[config.mk]
export PLATFORM = sky130hd
export DESIGN_NAME = result_drain_requant
export DESIGN_NICKNAME = d
export VERILOG_FILES = /design/src/rtl/result_drain_requant.sv
export SDC_FILE = /design/constraint.sdc
export NUM_CORES = 2
export LEC_CHECK = 0
export ABC_AREA = 1
export ABC_CLOCK_PERIOD_IN_PS = 13400
export CAP_MARGIN = 5
export CORE_MARGIN = 2
export CORE_UTILIZATION = 40
export CTS_CLUSTER_SIZE = 40
export DETAILED_ROUTE_END_ITERATION = 6
export SYNTH_ARGS = -nofsm -noshare
export SYNTH_HDL_FRONTEND = slang
export SYNTH_SLANG_ARGS = --single-unit
[constraint.sdc]
create_clock -name clk -period 13.4 [get_ports clk]
set_clock_uncertainty 0.2 [all_clocks]
set_input_delay 2.68 -clock clk [delete_from_list [all_inputs] [get_ports clk]]
set_output_delay 2.68 -clock clk [all_outputs]
set_load 0.02 [all_outputs]
[src/rtl/result_drain_requant.sv]
// Drains one 4x4 accumulator tile as a beat stream,
// optionally transposed, requantized to OUT_W-bit signed.
module result_drain_requant #(
  parameter int ACCUMULATE = 32,
  parameter int OUT_W      = 8
) (
  input  logic                              clk,
  input  logic                              reset,
  input  logic [15:0][ACCUMULATE-1:0]       tile_in,
  input  logic                              load,
  input  logic                              transpose,
  input  logic [4:0]                        shift,
  output logic                              load_ready,
  output logic [OUT_W-1:0]                  out_data,
  output logic [3:0]                        out_index,
  output logic                              out_valid,
  input  logic                              out_ready,
  output logic                              sat_flag,
  output logic                              done
);

  typedef enum logic {IDLE, STREAM} state_t;

  localparam int XW = ACCUMULATE + 1;

  localparam logic signed [XW-1:0] MAXV =
    {{(XW-OUT_W+1){1'b0}}, {(OUT_W-1){1'b1}}};
  localparam logic signed [XW-1:0] MINV =
    {{(XW-OUT_W+1){1'b1}}, {(OUT_W-1){1'b0}}};
  localparam logic [OUT_W-1:0] OMAX = {1'b0, {(OUT_W-1){1'b1}}};
  localparam logic [OUT_W-1:0] OMIN = {1'b1, {(OUT_W-1){1'b0}}};

  state_t                        state_q, state_d;
  logic [15:0][ACCUMULATE-1:0]   snap_q, snap_d;
  logic                          trans_q, trans_d;
  logic [4:0]                    shift_q, shift_d;
  logic [3:0]                    k_q, k_d;
  logic [OUT_W-1:0]              data_q, data_d;
  logic                          valid_q, valid_d;
  logic                          sat_q, sat_d;
  logic                          done_q, done_d;

  logic [3:0]                    kn;
  logic [3:0]                    sel;
  logic [ACCUMULATE-1:0]         src_v;
  logic [4:0]                    src_sh;
  logic [OUT_W-1:0]              q_data;
  logic                          q_sat;

  // Round-half-up arithmetic shift at one extra bit, then saturate.
  function automatic logic [OUT_W:0] requant(
    input logic [ACCUMULATE-1:0] v,
    input logic [4:0]            sh
  );
    logic signed [XW-1:0] ext;
    logic signed [XW-1:0] rnd;
    logic signed [XW-1:0] t;
    ext = {v[ACCUMULATE-1], v};
    rnd = '0;
    if (sh != 5'd0)
      rnd = {{(XW-1){1'b0}}, 1'b1} << (sh - 5'd1);
    t = (ext + rnd) >>> sh;
    if (t > MAXV)
      requant = {1'b1, OMAX};
    else if (t < MINV)
      requant = {1'b1, OMIN};
    else
      requant = {1'b0, t[OUT_W-1:0]};
  endfunction

  // Pick the source word and shift for the beat about to be registered.
  always_comb begin
    kn  = k_q + 4'd1;
    sel = trans_q ? {kn[1:0], kn[3:2]} : kn;
    if (state_q == IDLE) begin
      src_v  = tile_in[0];
      src_sh = shift;
    end else begin
      src_v  = snap_q[sel];
      src_sh = shift_q;
    end
    {q_sat, q_data} = requant(src_v, src_sh);
  end

  // Next-state and beat sequencing.
  always_comb begin
    state_d = state_q;
    snap_d  = snap_q;
    trans_d = trans_q;
    shift_d = shift_q;
    k_d     = k_q;
    data_d  = data_q;
    valid_d = valid_q;
    sat_d   = sat_q;
    done_d  = 1'b0;
    unique case (state_q)
      IDLE: begin
        if (load) begin
          snap_d  = tile_in;
          trans_d = transpose;
          shift_d = shift;
          k_d     = 4'd0;
          data_d  = q_data;
          sat_d   = q_sat;
          valid_d = 1'b1;
          state_d = STREAM;
        end
      end
      STREAM: begin
        if (valid_q && out_ready) begin
          if (k_q == 4'd15) begin
            valid_d = 1'b0;
            done_d  = 1'b1;
            state_d = IDLE;
          end else begin
            k_d    = kn;
            data_d = q_data;
            sat_d  = q_sat;
          end
        end
      end
      default: state_d = IDLE;
    endcase
  end

  // State registers; reset aborts any tile in flight.
  always_ff @(posedge clk or negedge reset) begin
    if (!reset) begin
      state_q <= IDLE;
      snap_q  <= '0;
      trans_q <= 1'b0;
      shift_q <= '0;
      k_q     <= '0;
      data_q  <= '0;
      valid_q <= 1'b0;
      sat_q   <= 1'b0;
      done_q  <= 1'b0;
    end else begin
      state_q <= state_d;
      snap_q  <= snap_d;
      trans_q <= trans_d;
      shift_q <= shift_d;
      k_q     <= k_d;
      data_q  <= data_d;
      valid_q <= valid_d;
      sat_q   <= sat_d;
      done_q  <= done_d;
    end
  end

  assign load_ready = (state_q == IDLE);
  assign out_data   = data_q;
  assign out_index  = k_q;
  assign out_valid  = valid_q;
  assign sat_flag   = sat_q;
  assign done       = done_q;

endmodule
# After elaboration in Yosys (flattened, before gate mapping)

Cells that the tools add are included.

Register bits: 534
Input bits: 522
Output and inout port bits: 16
Logic and storage cells: 74

Add/subtract/negate cells: 3
Order comparisons: 3
Equality and inequality tests: 5
Shift operators: 2
Mux-type cells: 31
Bitwise gates (word level): 1
Reductions and logical operators: 5

Operator list:

| operator             | count |
|---|---|
| $bmux 32 s4          | 1 |
| $mux 32              | 2 |
| $add 32x33->33       | 1 |
| $gt 33x8->1 const B  | 1 |
| $lt 33x8->1 const B  | 1 |
| $mux 33              | 1 |
| $shl 1x5->33 const A | 1 |
| $sshr 33x5->33       | 1 |
| $mux 8               | 3 |
| $mux 9               | 2 |
| $mux 4               | 4 |
| $pmux 8 s2           | 1 |
| $mux 1               | 12 |
| $pmux 4 s2           | 1 |
| $pmux 1 s2           | 3 |
| $reduce_and 3->1     | 2 |
| $lt 4x5->1 const B   | 1 |
| $mux 5               | 1 |
| $reduce_bool 5->1    | 1 |
| $sub 5x1->5 const B  | 1 |
| $add 4x1->4 const B  | 1 |
| $eq 4x4->1 const B   | 1 |
| $ne 2x1->1 const B   | 2 |
| $ne 2x2->1 const B   | 2 |
| other kinds (3)      | 3 |

# Longest topological paths before layout

Word-level depth: 13
Mapped depth: 46
Depth with buffers taken out: 44

# Worst setup path before layout

Ideal clock, no wire load.

Kind: input port to flip-flop
Start: input port shift[2]
End: register data_q[0] (netlist: out_data[0])
Library setup time: 0.116 ns
Data arrival time: 6.747 ns
Required time: 13.084 ns
Setup slack: 6.336 ns
Stages on the path: 36
Path buffers: 2
Cells stage by stage: o21ai_2 inv_1 buf_2 buf_1 nor2_1 nand2_1 nand2_1 nand2_1 nor2_1 inv_1 fa_1 nand3b_1 nand2_1 nand2_1 nand2_1 inv_1 o21ai_0 nand3_1 nand2_1 nand2_1 nand3_1 nand3_1 nand2_1 nand2_1 nand3_1 nand3_1 nand2_1 nand3_1 nor2_1 nand3_1 nor2_1 nand3_2 nand2_4 nand2_1 nand2_1 nand2_1

Longest elaborated chain between the ends: 12
Elaborated cells between the ends (all ways): 15
Classes of those cells: add/sub (2); order compare (2); shift (2); mux (8); reduce/logical (1)

Ends and longest elaborated chain:

| element              | line | text |
|---|---|---|
| from (decl)          | 12   | `input logic [4:0] shift,` |
| $mux 5 (*)           | 75   | `if (state_q == IDLE) begin` |
| $sub 5x1->5          | 61   | `rnd = {{(XW-1){1'b0}}, 1'b1} << (sh - 5'd1);` |
| $shl 1x5->33         | 61   |  |
| $mux 33              | 60   | `if (sh != 5'd0)` |
| $add 32x33->33       | 62   | `t = (ext + rnd) >>> sh;` |
| $sshr 33x5->33 (*)   | 62   |  |
| $lt 33x8->1          | 65   | `else if (t < MINV)` |
| $mux 9               | 65   |  |
| $mux 9 (*)           | 63   | `if (t > MAXV)` |
| $mux 8               | 111  | `if (k_q == 4'd15) begin` |
| $mux 8               | 110  | `if (valid_q && out_ready) begin` |
| $pmux 8 s2 (*)       | 96   | `unique case (state_q)` |
| to (signal assigned) | 144  | `data_q <= data_d;` |
| to (decl)            | 38   | `logic [OUT_W-1:0] data_q, data_d;` |

Mark *: on every way between the ends. The rest lies on a longest branch, timed or not. The select of a mux whose other input is x is not followed.
A chain may end at the register's enable or synchronous reset.

# Worst setup path in the final report

Start: input port shift[1]
End: register data_q[2] (netlist: out_data[2])

Same word-level chain as after synthesis.

==> impl_metrics.csv <==
group,metric,value,unit
yosys,ys_top_cells_by_area,"dfrtp_1 45%, nand2_1 31%, nand3_1 5.5%",
critical_path,r2r_slack,5460,ps
sta,maxSlewViolCount,0,
grt,antenna_found_initial,19,
clocking,cts_resized,0,
clocking,postCtsHoldBufs,0,
placement,gp_congestion,0.9665,
yosys,syn-cell-area,29480,um2
route,drtIter0Drc,3079,
power_and_ir_drop,p_per_area,304.2,nW/um2
sta,worst_slew_pin_slew,1323,ps
clocking,cts_setup_buffers,0,
critical_path,end_kind,"flop",
yosys,synthArstFlopShare,100.0,%
clocking,clk_pin_slew,50,ps
min_path,holdCritPathClass,"flop to flop",
sta,tns,0,ps
floorplanning,core_area,72960,um2
yosys,synth_cells,4291,
critical_path,r2r_end,"out_data[2]$_DFFE_PN0P_",
clocking,cts_buffer_depth,3,
flow_run,maxCapViolations,0,
critical_path,crit_top_cell,"nand2_1",
route,routed_via_density,5.328,
route,totalWireLength,124800,um
power_and_ir_drop,vdd_ir_drop_max,0.2435,mV
critical_path,cp-endpoint,"out_data[2]$_DFFE_PN0P_",
route,dr.pass1.iters,7,
yosys,avgSynthCellArea,6.869,um2
floorplanning,num_io_pins,538,
yosys,postSynthNetCount,4847,
clocking,cts_tree,"done",
grt,grt_max_degree,209,
placement,numPortBuffers,537,
finish,layout-drive-gt1-share,4.283,%
yosys,seq_area_frac_synth,45.33,%
floorplanning,die_w,275.5,um
floorplanning,die_h,275.5,um
critical_path,rr_startpoint,"out_index[0]$_DFFE_PN0P_",
sta,hold_viol,0,
clocking,cts_sinks,534,
sta,clock.fmax,119.2,MHz
placement,dpl_cell_area,35430,um2
sta,rsz0062_at_grt,"false",
grt,globalRouteTotalUtil,32.43,%
sta,finalSetupViolCount,0,
yosys,yosys.area.top_type_share,45.33,%
status,violations,"design-rule violations",
finish,fin_area,37550,um2
power_and_ir_drop,total_leakage_power,18.95,nW
clocking,root_buffer,"clkbuf_16",
status,status,"finished, violations left",
sta,hold_slack,274.9,ps
yosys,synth_commonest_cells,"2403 x nand2_1, 534 x dfrtp_1, 321 x nand3_1",
clocking,clk_latency,660,ps
route,drtAntennaViolNets,0,
critical_path,slowest_delay,480,ps
finish,finalNetCount,5221,
route,wire_per_inst,21.96,um
critical_path,cp-start-kind,"input port",
critical_path,crit_type,"input port to flop",
floorplanning,rows,99,
finish,area_growth_syn_to_layout,27.40,%
grt,grt.overflow.total,0,
critical_path,critical_path_arrival,8710,ps
critical_path,crit_start,"shift[1]",
critical_path,critical_path_required,13720,ps
clocking,cts_made_buffers,61,
yosys,yosysTopAreaCell,"dfrtp_1",
route,drcViolationCount,3,
sta,max_slew_margin,11.82,%
route,via_count,30270,
floorplanning,dieArea,75880,um2
sta,finalCritPeriodShare,62.60,%
yosys,netlist-cell-type-count,47,
floorplanning,initial_utilization,40.40,%
grt,grt_pass1_wl,184800,um
sta,worst_slack,5011,ps
yosys,ys_ff_latch,534,
yosys,yosysWarningCount,0,
grt,grt_pass1_vias,29050,
critical_path,slowest_stage,"clkdlybuf4s50_1",
critical_path,reg2regPathDepth,32,
yosys,synth_edf_count,0,
critical_path,crit_fanout,34,
sta,period_minus_slack,8389,ps
yosys,yosysMostFrequentCell,"nand2_1",
placement,pre_cts_slack,4477,ps
clocking,htree_levels,2,
placement,dp_hpwl,89160,um
yosys,synth-main-ff-cell,"dfrtp_1",
[registers in the layout, indices dropped and copies added, names as in the netlist]
name,cells
done,1
out_data,8
out_index,4
out_valid,1
sat_flag,1
shift_q,5
snap_q,512
state_q,1
trans_q,1
[area by class of cell]
type,count,area (um2)
antenna,7,17.52
clock buffer,85,1767
clock inverter,29,344.1
fill,7417,35400
inverter,116,452.9
multi-input combinational,3382,14720
sequential,534,13360
tap,959,1200
timing repair buffer,570,5690
[placed cells by master (no fill, tap or decap), types with 3 or more instances in the layout]
cell type,instances
inv_2,12
clkbuf_8,15
o21a_1,5
clkinv_2,15
diode_2,7
nand3_2,10
a221oi_1,36
bufinv_16,6
nor2_1,105
nand2_8,3
inv_1,100
clkdlybuf4s50_1,536
or2_2,4
o31ai_1,19
buf_12,5
nand3b_1,6
a31oi_1,75
buf_4,28
nand2_4,9
inv_6,5
o21ai_0,125
nand4_1,8
nand3_1,321
xor2_1,7
xnor2_1,8
a21oi_1,152
clkbuf_16,61
a21o_1,5
o211ai_1,7
nand2_1,2401
o21ai_2,5
dfrtp_1,534
clkbuf_1,9
nor3_1,4
o21ai_1,3
ha_1,33
nand2_2,11
[kinds of logic (layout without fill, tap and decap cells)]
kind of cell               count (synthesis)  after routing  share of synthesized area (%)
DFF                                      534            534                          45.33
adders and majority gates                 34             34                          1.469
xor gates and xnor gates                  15             15                         0.4457
and+or+nand+nor                         2892           2892                          39.14
buffers and inverters                    375            800                          4.932
muxes                                      2              2                        0.06792
AOI/OAI and AO/OA                        438            438                          8.595
other                                      1              8                        0.01272
[worst min path at each step]
| stage | startpoint | endpoint | slack [ps] | cells after the start |
|---|---|---|---|---|
| after CTS | snap_q[383]$_DFFE_PN0P_ | snap_q[383]$_DFFE_PN0P_ | 270 | 2 |
| after global routing | snap_q[499]$_DFFE_PN0P_ | snap_q[499]$_DFFE_PN0P_ | 290 | 2 |
| after global placement | shift_q[2]$_DFFE_PN0P_ | shift_q[2]$_DFFE_PN0P_ | 250 | 2 |
| final | shift_q[0]$_DFFE_PN0P_ | shift_q[0]$_DFFE_PN0P_ | 270 | 2 |
| after floorplan | snap_q[159]$_DFFE_PN0P_ | snap_q[159]$_DFFE_PN0P_ | 240 | 2 |
| after detailed placement | snap_q[383]$_DFFE_PN0P_ | snap_q[383]$_DFFE_PN0P_ | 260 | 2 |
[per-stage QoR]
stage | std cells | utilization [%] | total power [W]
floorplan | 4291 | - | 0.006982
global placement | 5561 | 48.56 | 0.009597
detailed placement | 5561 | 48.56 | 0.009581
CTS | 5675 | 51.45 | 0.01138
global route | 5678 | 51.46 | 0.01226
finish | 5682 | 51.47 | 0.01142
[per-layer routing]
layer	track usage, %	vias to the layer above	wire length, um
met5	0	-	178
met4	9.929	26	3858
met3	5.159	205	8360
met2	52.99	1124	58380
met1	44.22	14500	54010
li1	-	14420	-
[critical path, delay by kind of cell]
family,cells,cell delay (ps)
AOI/OAI and AO/OA,2,560
adders and majority gates,1,430
buffers and inverters,6,1440
and+or+nand+nor,27,3580
[power breakdown]
group	switching [W]	total (W)	internal [W]
registers	0.000375	0.00268	0.00230
logic	0.00492	0.00698	0.00206
clock network	0.000729	0.00177	0.00104
Power figures use the tool's default switching activity.
